===== src/rtl/icache_refill_if.sv =====
// Fill-port, miss-request and RAM-port signals shared between the refill
// engine and its neighbours (the icache and the byte-wide RAM).
interface icache_refill_if #(
  parameter int ADDR_WIDTH = 32
);
  // icache side
  logic                  memfetchEn;
  logic [ADDR_WIDTH-1:0] memfetchAddr;
  logic                  addEn;
  logic [31:0]           addInst;
  logic [ADDR_WIDTH-1:0] addAddr;
  logic                  busy;
  // RAM side
  logic [7:0]            mem_din;
  logic [ADDR_WIDTH-1:0] mem_a;
  logic                  mem_wr;

  // Refill engine view.
  modport master (
    input  memfetchEn, memfetchAddr, mem_din,
    output addEn, addInst, addAddr, busy, mem_a, mem_wr
  );

  // icache / RAM view.
  modport slave (
    output memfetchEn, memfetchAddr, mem_din,
    input  addEn, addInst, addAddr, busy, mem_a, mem_wr
  );
endinterface


===== src/rtl/icache_refill.sv =====
// Instruction-cache refill responder: on a miss, reads four consecutive bytes
// from a byte-wide synchronous RAM, assembles them little-endian and returns
// the word to the icache as a one-cycle fill pulse.
module icache_refill #(
  parameter int ADDR_WIDTH = 32
) (
  input  logic            clk,
  input  logic            rst,
  input  logic            rdy,
  input  logic            clear,
  icache_refill_if.master bus
);

  // S_CAP is the capture-b3 step; S_STALL parks a read that lost rdy until
  // rdy returns, so the restart re-issues base one cycle before RD0 and the
  // RAM pipeline lines up with the byte counter again.
  typedef enum logic [2:0] {
    S_IDLE, S_RD0, S_RD1, S_RD2, S_RD3, S_CAP, S_DONE, S_STALL
  } state_e;

  state_e                state_q, state_d;
  logic [ADDR_WIDTH-1:0] base_q, base_d;
  logic [ADDR_WIDTH-1:0] mem_a_q, mem_a_d;
  logic [1:0]            cnt_q, cnt_d;
  logic [23:0]           bytes_q, bytes_d;
  logic                  add_en_q, add_en_d;
  logic [31:0]           add_inst_q, add_inst_d;
  logic [ADDR_WIDTH-1:0] add_addr_q, add_addr_d;
  logic                  busy_q, busy_d;

  logic in_read;
  assign in_read = (state_q != S_IDLE) && (state_q != S_DONE);

  // State register.
  always_ff @(posedge clk or negedge rst) begin
    if (!rst) state_q <= S_IDLE;
    else      state_q <= state_d;
  end

  // Next-state logic: clear wins, then a stall, then the normal sequence.
  always_comb begin
    state_d = state_q;
    if (clear) begin
      state_d = S_IDLE;
    end else if (!rdy) begin
      if (in_read) state_d = S_STALL;
    end else begin
      case (state_q)
        S_IDLE:  if (bus.memfetchEn) state_d = S_RD0;
        S_RD0:   state_d = S_RD1;
        S_RD1:   state_d = S_RD2;
        S_RD2:   state_d = S_RD3;
        S_RD3:   state_d = S_CAP;
        S_CAP:   state_d = S_DONE;
        S_DONE:  state_d = S_IDLE;
        S_STALL: state_d = S_RD0;
        default: state_d = S_IDLE;
      endcase
    end
  end

  // Datapath / output next values; every output is registered below.
  always_comb begin
    base_d     = base_q;
    mem_a_d    = mem_a_q;
    cnt_d      = cnt_q;
    bytes_d    = bytes_q;
    add_en_d   = add_en_q;
    add_inst_d = add_inst_q;
    add_addr_d = add_addr_q;
    if (clear) begin
      add_en_d = 1'b0;
      cnt_d    = 2'd0;
      bytes_d  = '0;
    end else if (!rdy) begin
      if (in_read) begin
        mem_a_d = base_q;
        cnt_d   = 2'd0;
        bytes_d = '0;
      end
    end else begin
      case (state_q)
        S_IDLE: begin
          if (bus.memfetchEn) begin
            base_d  = bus.memfetchAddr;
            mem_a_d = bus.memfetchAddr;
          end
        end
        S_RD0: begin
          mem_a_d = base_q + ADDR_WIDTH'(1);
          cnt_d   = 2'd0;
        end
        S_RD1, S_RD2, S_RD3: begin
          bytes_d[{cnt_q, 3'b000} +: 8] = bus.mem_din;
          cnt_d = cnt_q + 2'd1;
          if (state_q == S_RD1) mem_a_d = base_q + ADDR_WIDTH'(2);
          if (state_q == S_RD2) mem_a_d = base_q + ADDR_WIDTH'(3);
        end
        S_CAP: begin
          add_inst_d = {bus.mem_din, bytes_q};
          add_addr_d = base_q;
          add_en_d   = 1'b1;
        end
        S_DONE:  add_en_d = 1'b0;
        S_STALL: mem_a_d = base_q;
        default: ;
      endcase
    end
  end

  assign busy_d = (state_d != S_IDLE);

  // Datapath and output registers.
  always_ff @(posedge clk or negedge rst) begin
    if (!rst) begin
      base_q     <= '0;
      mem_a_q    <= '0;
      cnt_q      <= 2'd0;
      bytes_q    <= '0;
      add_en_q   <= 1'b0;
      add_inst_q <= '0;
      add_addr_q <= '0;
      busy_q     <= 1'b0;
    end else begin
      base_q     <= base_d;
      mem_a_q    <= mem_a_d;
      cnt_q      <= cnt_d;
      bytes_q    <= bytes_d;
      add_en_q   <= add_en_d;
      add_inst_q <= add_inst_d;
      add_addr_q <= add_addr_d;
      busy_q     <= busy_d;
    end
  end

  assign bus.mem_a   = mem_a_q;
  assign bus.mem_wr  = 1'b0;
  assign bus.addEn   = add_en_q;
  assign bus.addInst = add_inst_q;
  assign bus.addAddr = add_addr_q;
  assign bus.busy    = busy_q;

endmodule


===== src/flat_wrapper.sv =====
// flat-port wrapper written by rule: the top's interface ports become plain ports
module icache_refill_flat 
#(
  parameter int ADDR_WIDTH = 32
)
  (clk, rst, rdy, clear, bus_memfetchEn, bus_memfetchAddr, bus_mem_din, bus_addEn, bus_addInst, bus_addAddr, bus_busy, bus_mem_a, bus_mem_wr);
  icache_refill_if #(.ADDR_WIDTH(ADDR_WIDTH)) bus_i ();
  input  logic clk;
  input  logic rst;
  input  logic rdy;
  input  logic clear;
  input wire logic [$bits(bus_i.memfetchEn)-1:0] bus_memfetchEn;
  input wire logic [$bits(bus_i.memfetchAddr)-1:0] bus_memfetchAddr;
  input wire logic [$bits(bus_i.mem_din)-1:0] bus_mem_din;
  output wire logic [$bits(bus_i.addEn)-1:0] bus_addEn;
  output wire logic [$bits(bus_i.addInst)-1:0] bus_addInst;
  output wire logic [$bits(bus_i.addAddr)-1:0] bus_addAddr;
  output wire logic [$bits(bus_i.busy)-1:0] bus_busy;
  output wire logic [$bits(bus_i.mem_a)-1:0] bus_mem_a;
  output wire logic [$bits(bus_i.mem_wr)-1:0] bus_mem_wr;
  assign bus_i.memfetchEn = bus_memfetchEn;
  assign bus_i.memfetchAddr = bus_memfetchAddr;
  assign bus_i.mem_din = bus_mem_din;
  assign bus_addEn = bus_i.addEn;
  assign bus_addInst = bus_i.addInst;
  assign bus_addAddr = bus_i.addAddr;
  assign bus_busy = bus_i.busy;
  assign bus_mem_a = bus_i.mem_a;
  assign bus_mem_wr = bus_i.mem_wr;
  icache_refill #(.ADDR_WIDTH(ADDR_WIDTH)) u_core (.clk(clk), .rst(rst), .rdy(rdy), .clear(clear), .bus(bus_i));
endmodule

===== config.mk =====
export PLATFORM = sky130hd
export DESIGN_NAME = icache_refill_flat
export DESIGN_NICKNAME = d
export VERILOG_FILES = /design/src/rtl/icache_refill_if.sv /design/src/rtl/icache_refill.sv /design/src/flat_wrapper.sv
export SDC_FILE = /design/constraint.sdc
export NUM_CORES = 1
export LEC_CHECK = 0
export ABC_AREA = 1
export BUFFER_PORTS_ARGS = -buffer_cell sky130_fd_sc_hd__buf_2
export CORE_MARGIN = 3
export CORE_UTILIZATION = 55
export DETAILED_ROUTE_END_ITERATION = 16
export PLACE_DENSITY = 0.87
export SYNTH_ARGS = -nofsm -noshare
export SYNTH_HDL_FRONTEND = slang
export SYNTH_SLANG_ARGS = --single-unit
export TNS_END_PERCENT = 50

===== constraint.sdc =====
create_clock -name clk -period 4.22 [get_ports clk]
set_input_delay 0.422 -clock clk [delete_from_list [all_inputs] [get_ports clk]]
set_output_delay 0.422 -clock clk [all_outputs]
set_load 0.01 [all_outputs]

## Word-level counts from Yosys, hierarchy flattened

Cells that the tools add are included.

- Flip-flop bits (word level): 159
- Bits in latches: 0
- Memory bits (writable): 0
- Bits in read-only memories: 0
- Input port bits: 45
- Output and inout bits: 99
- Logic and storage cells: 68
- Memories: 0

- $add $sub $neg: 5
- $mul: 0
- Divide/modulo/power cells: 0
- Magnitude comparators: 0
- Equal/unequal tests: 13
- Shifts and indexed selects: 2
- Muxes and demuxes: 23
- Bitwise operators: 1
- Reduce and logical (&&, ||, !) cells: 15

Operators with widths:

| kind | number |
|---|---|
| $mux 32 | 5 |
| $pmux 32 s4 | 1 |
| $mux 24 | 4 |
| $add 32x2->32 const B | 2 |
| $add 32x1->32 const B | 1 |
| $bwmux 24 | 1 |
| $pmux 3 s8 | 1 |
| $shift 8x7->24 const A | 1 |
| $shiftx 8x7->24 | 1 |
| $eq 3x3->1 const B | 4 |
| $mux 3 | 4 |
| $reduce_bool 3->1 | 4 |
| $neg 5->7 | 1 |
| $eq 3x2->1 const B | 2 |
| $mux 2 | 3 |
| $ne 3x3->1 const B | 2 |
| $reduce_and 2->1 | 3 |
| $ne 5x1->1 const B | 1 |
| $reduce_and 5->1 | 1 |
| $ne 4x1->1 const B | 1 |
| $ne 4x2->1 const B | 1 |
| $pmux 2 s2 | 1 |
| $reduce_and 4->1 | 1 |
| $reduce_bool 2->1 | 2 |
| 10 further kinds | 11 |

## Logic depth before layout (Yosys ltp)

- Depth after elaboration: 6
- Mapped depth: 14
- Gate-level depth less buffers: 14

## Worst setup path before layout

No wires, ideal clock.

- Kind: register to register
- Start point: register u_core.base_q[0]
- End point: register u_core.mem_a_q[10], in the netlist u_core.bus.mem_a[10]
- Library setup time: 0.124 ns
- Arrival: 1.599 ns
- Required time: 4.096 ns
- Setup slack: 2.497 ns
- Stages on the path, launching flop included: 13
- Buffers on the path: 0
- Period minus slack after synthesis: 1.723 ns
- Cell sequence: dfrtp_1 inv_1 ha_1 inv_1 nand2_1 nand2_1 nand2_2 nor2_2 inv_1 o21ai_0 nand2_1 a21oi_1 a21oi_1

- Longest elaborated chain between the ends: 5
- Elaborated cells on any way between the ends: 7
- Those cells by class: add/sub: 3; mux: 4

RTL lines:

| element | RTL line | source |
|---|---|---|
| start: declaration | icache_refill.sv:22 | `logic [ADDR_WIDTH-1:0] base_q, base_d;` |
| start signal: assignment | icache_refill.sv:125 | `base_q <= base_d;` |
| $add 32x2->32 | icache_refill.sv:96 | `if (state_q == S_RD1) mem_a_d = base_q + ADDR_WIDTH'(2);` |
| $mux 32 | icache_refill.sv:96 |  |
| $mux 32 | icache_refill.sv:97 | `if (state_q == S_RD2) mem_a_d = base_q + ADDR_WIDTH'(3);` |
| $pmux 32 s4 (*) | icache_refill.sv:82 | `case (state_q)` |
| $mux 32 (*) | icache_refill.sv:75 | `end else if (!rdy) begin` |
| end signal: assignment | icache_refill.sv:126 | `mem_a_q <= mem_a_d;` |
| end: declaration | icache_refill.sv:23 | `logic [ADDR_WIDTH-1:0] mem_a_q, mem_a_d;` |

Every way passes the cells marked *; elsewhere a longest branch is shown, timed or not. The select of a mux whose other input is x is not followed.
A chain may end at the register's enable or synchronous reset.

## Worst setup path after layout

- Start point: register u_core.state_q[2]
- End point: register u_core.mem_a_q[3], in the netlist u_core.bus.mem_a[3]

- Longest elaborated chain between the ends: 4
- Elaborated cells on any way between the ends: 18
- Those cells by class: eq/ne: 9; mux: 3; reduce/logical: 6

RTL lines:

| element | RTL line | source |
|---|---|---|
| start: declaration | icache_refill.sv:21 | `state_e state_q, state_d;` |
| start signal: assignment | icache_refill.sv:37 | `else state_q <= state_d;` |
| $eq 3x3->1, or another cell as far along | icache_refill.sv:82 |  |
| $reduce_or 3->1, or another cell as far along | icache_refill.sv:82 |  |
| $ne 5x1->1 (no line), or another cell as far along | - |  |
| $reduce_and 5->1 (no line) or $mux 32 (tied branches) | - |  |

Several ways; a longest one is shown, not always the timed one.

==> key figures <==
Outcome
  • Status: finished, final reports clean

Hold path
  • Hold Path Class: primary input to async pin

Critical path
  • FF-to-FF path depth: 8
  • Critical Path Max Stage Delay: 0.57 ns
  • Critical path launch point type: flop
  • CP Class: flop to flop
  • Worst path cell trace: inv_2 > nand2_1 > a21oi_2 > nand3b_2 > buf_4 > inv_2 > o21ai_0 > o22a_1
  • Critical Path RT: 4.54 ns
  • CP dominant cell by count: inv_2
  • Worst Path Max Fanout: 35
  • Slowest stage cell on the critical path: inv_2
  • Setup crit end kind: flop
  • Crit path arrival time: 2.93 ns

STA
  • Clock Skew: 0.008643 ns
  • RSZ-0062 raised after global routing: no
  • Slew Limit Fails: 0
  • Period minus WS final: 2.605 ns
  • Final setup viols: 0
  • Worst Max-Slew Pin Slew: approximately 0.95 ns
  • Fin worst setup slack: between 1.5 and 2 ns
  • Period utilisation layout: 0.6174
  • Max Clk Rate: 383.8 MHz
  • Final Hold Vio Count: 0
  • Slew headroom: 0.3667
  • Setup_tns: 0 ns

Synth
  • Synth top area share: 0.4568
  • Yosys reg bits: 159
  • Top-count cell post-synth: nand2_1
  • Yosys warning total: 0
  • Commonest register cell after synthesis: dfrtp_1
  • Area contributors post-synth: dfrtp_1 46%, nand2_1 11%, a21oi_1 8.3%, nor2_1 8.1%, nand3_1 5.7%
  • Synth async-reset ratio: 1.000
  • Sequential fraction of the synthesis area: 0.4568
  • Syn Inst Count: 1178
  • Netlist cell types: 40
  • Area leader, netlist: dfrtp_1
  • Mapped Nets: 1230
  • Synth cell count leaders: 251 x nand2_1, 187 x nor2_1, 159 x dfrtp_1
  • Mapped Area: 8711 um^2
  • Synth Area per Inst: 7.395 um^2
  • Post-synth EDFFs: 0

GRT
  • Initial antenna violation count: 0
  • Vias in the first global route: 8035
  • Overflow after GRT: 0
  • Tot GR Track Use: 0.2974
  • Pin count of the biggest net entering global routing: 120
  • First-pass GRT wire length: roughly 42 mm

Floorplan
  • Starting Density: 0.5667
  • Core Region: 15370 um^2
  • Die Width: between 100 and 150 um
  • Die area: about 17000 um^2
  • I/O pin cnt: approximately 140
  • Row Count: between 40 and 50
  • Die H: 131.9 um

Clock network
  • CTS Sinks: 159
  • Post-CTS Hold Buffers: 0
  • Cts bufs inserted: 17
  • Clock Tree Buf Depth: 2
  • Postcts setup bufs: 0
  • CTS Root Cell: clkbuf_16
  • Resized Gates After CTS: 0
  • Latest clock arrival within the worst-skew pair: 0.44 ns
  • CTS H-tree depth: 4
  • CTS tree: yes
  • Clk slew on worst S/H paths: 0.07 ns

Cells and area
  • FILL cells: roughly 1300
  • Syn-to-layout area delta: 16.27%
  • Multi-input logic area: 4035 um^2
  • ANT cells: 0
  • Number of nets in the layout: 1350
  • Register area: a little under 4000 um^2
  • Layout cells sized above 1: 0.1800
  • Final core utilization: 0.6589

Detailed routing
  • Final wirelength: 25.68 mm
  • Met1 wire length: 10.96 mm
  • Wire length on met3: 2.520 mm
  • First DRT Iteration DRCs: 1102
  • DRC: 0
  • Post-route ant nets: 0
  • Met2 Routed Length: 11.47 mm
  • Detailed-route via count: 8684
  • Drt pass-1 iters: 7
  • Vias per inst: 5.706
  • WL/cell: 16.87 um
  • Top sig layer: met4

Power and ir drop
  • Pwr Total: 6838 uW
  • Pwr Density: between 600 and 700 nW/um^2
  • Leakage: around 0.0048 uW
  • VDD IR max: 328.1 uV

Place
  • Gpl congestion: slightly below 1
  • Pre-CTS WS: 1.506 ns
  • Detailed placement HPWL: approximately 18 mm
  • Buffers on Ports: between 100 and 150

Flow run
  • Max cap viols: 0
==> routing by layer <==
metal | vias to the layer above | GRT usage
met2 | 482 | 0.4401
met4 | 0 | 0.1161
met1 | 4045 | 0.4317
met3 | 69 | 0.06221
met5 | - | 0
li1 | 4088 | -
==> worst paths after layout <==
check | start | endpoint | slack (ns)
max reg2reg | u_core.state_q[2] | u_core.bus.mem_a[3] | 1.61
min reg2reg | u_core.bytes_q[16] | u_core.bytes_q[16] | 0.49
max | u_core.state_q[2] | u_core.bus.mem_a[3] | 1.61
min in group clk | bus_memfetchAddr[10] | u_core.base_q[10] | 0.22
max in group asynchronous | rst | u_core.bytes_q[21] | 3.16
min | rst | u_core.bus.addAddr[16] | 0.11
==> state kept, by name, indices dropped and copies added (netlist names) <==
| name | flops |
|---|---|
| u_core.base_q | 32 |
| u_core.bus.addAddr | 32 |
| u_core.bus.addEn | 1 |
| u_core.bus.addInst | 32 |
| u_core.bus.busy | 1 |
| u_core.bus.mem_a | 32 |
| u_core.bytes_q | 24 |
| u_core.cnt_q | 2 |
| u_core.state_q | 3 |
==> logic make-up after synthesis <==
group | count (synthesis) | share of synthesized area
flip-flops | 159 | 0.4568
adder cells (fa/ha/maj) | 7 | 0.01005
buffers and inverters | 170 | 0.08144
AO/OA/AOI/OAI | 252 | 0.1544
other | 1 | 0.0004305
AND/OR/NAND/NOR | 577 | 0.2814
multiplexers | 12 | 0.01551
==> placed cells by master (no fill, tap or decap), types with 3 or more instances in the layout <==
master and instances:
nand2_1 251, nor2_1 186, dfrtp_1 159, a21oi_1 145
buf_2 141, inv_1 112, nand3_1 99, o21ai_0 66
clkbuf_16 17, mux2_2 12, o22ai_1 10, buf_4 10
nand4_1 9, nor2_2 8, nor2_4 8, o21ai_1 8
nand2_2 7, ha_1 7, inv_2 6, o211ai_1 6
inv_6 6, a31oi_1 5, nor3_1 3, inv_8 3
==> final cells by class <==
cell class | count | share of cell area
flip-flops and latches | 159 | 0.3928
repair buffers | 153 | 0.08017
well taps | 211 | 0.02607
clock buffers | 17 | 0.04200
inverters | 118 | 0.04373
multi-input cells | 849 | 0.3984
clock inverters | 15 | 0.01680
==> worst max-delay path: cells and delay by family, from the launching register on <==
family / cells / cell delay (ns)
buffers and inverters: 3 / 0.96
DFF: 1 / 0.54
AOI/OAI and AO/OA: 3 / 0.52
and+or+nand+nor: 2 / 0.44
==> report_power, final <==
part	total [uW]	switching [uW]	internal [uW]
sequential	2700	570	2130
combinational	2590	1660	927
clock	1550	703	844
==> per-stage QoR <==
stage / hold WS (ns) / cell area [um^2] / instances
3_5_place_dp: 0.4646 / 9533 / 1490
5_1_grt: 0.2038 / 10130 / 1522
3_3_place_gp: 0.4700 / 9533 / 1490
4_1_cts: 0.1547 / 10130 / 1522
2_1_floorplan: 0.1264 / 8711 / 1178
6_report: 0.1138 / 10130 / 1522
Power figures use the tool's default switching activity.
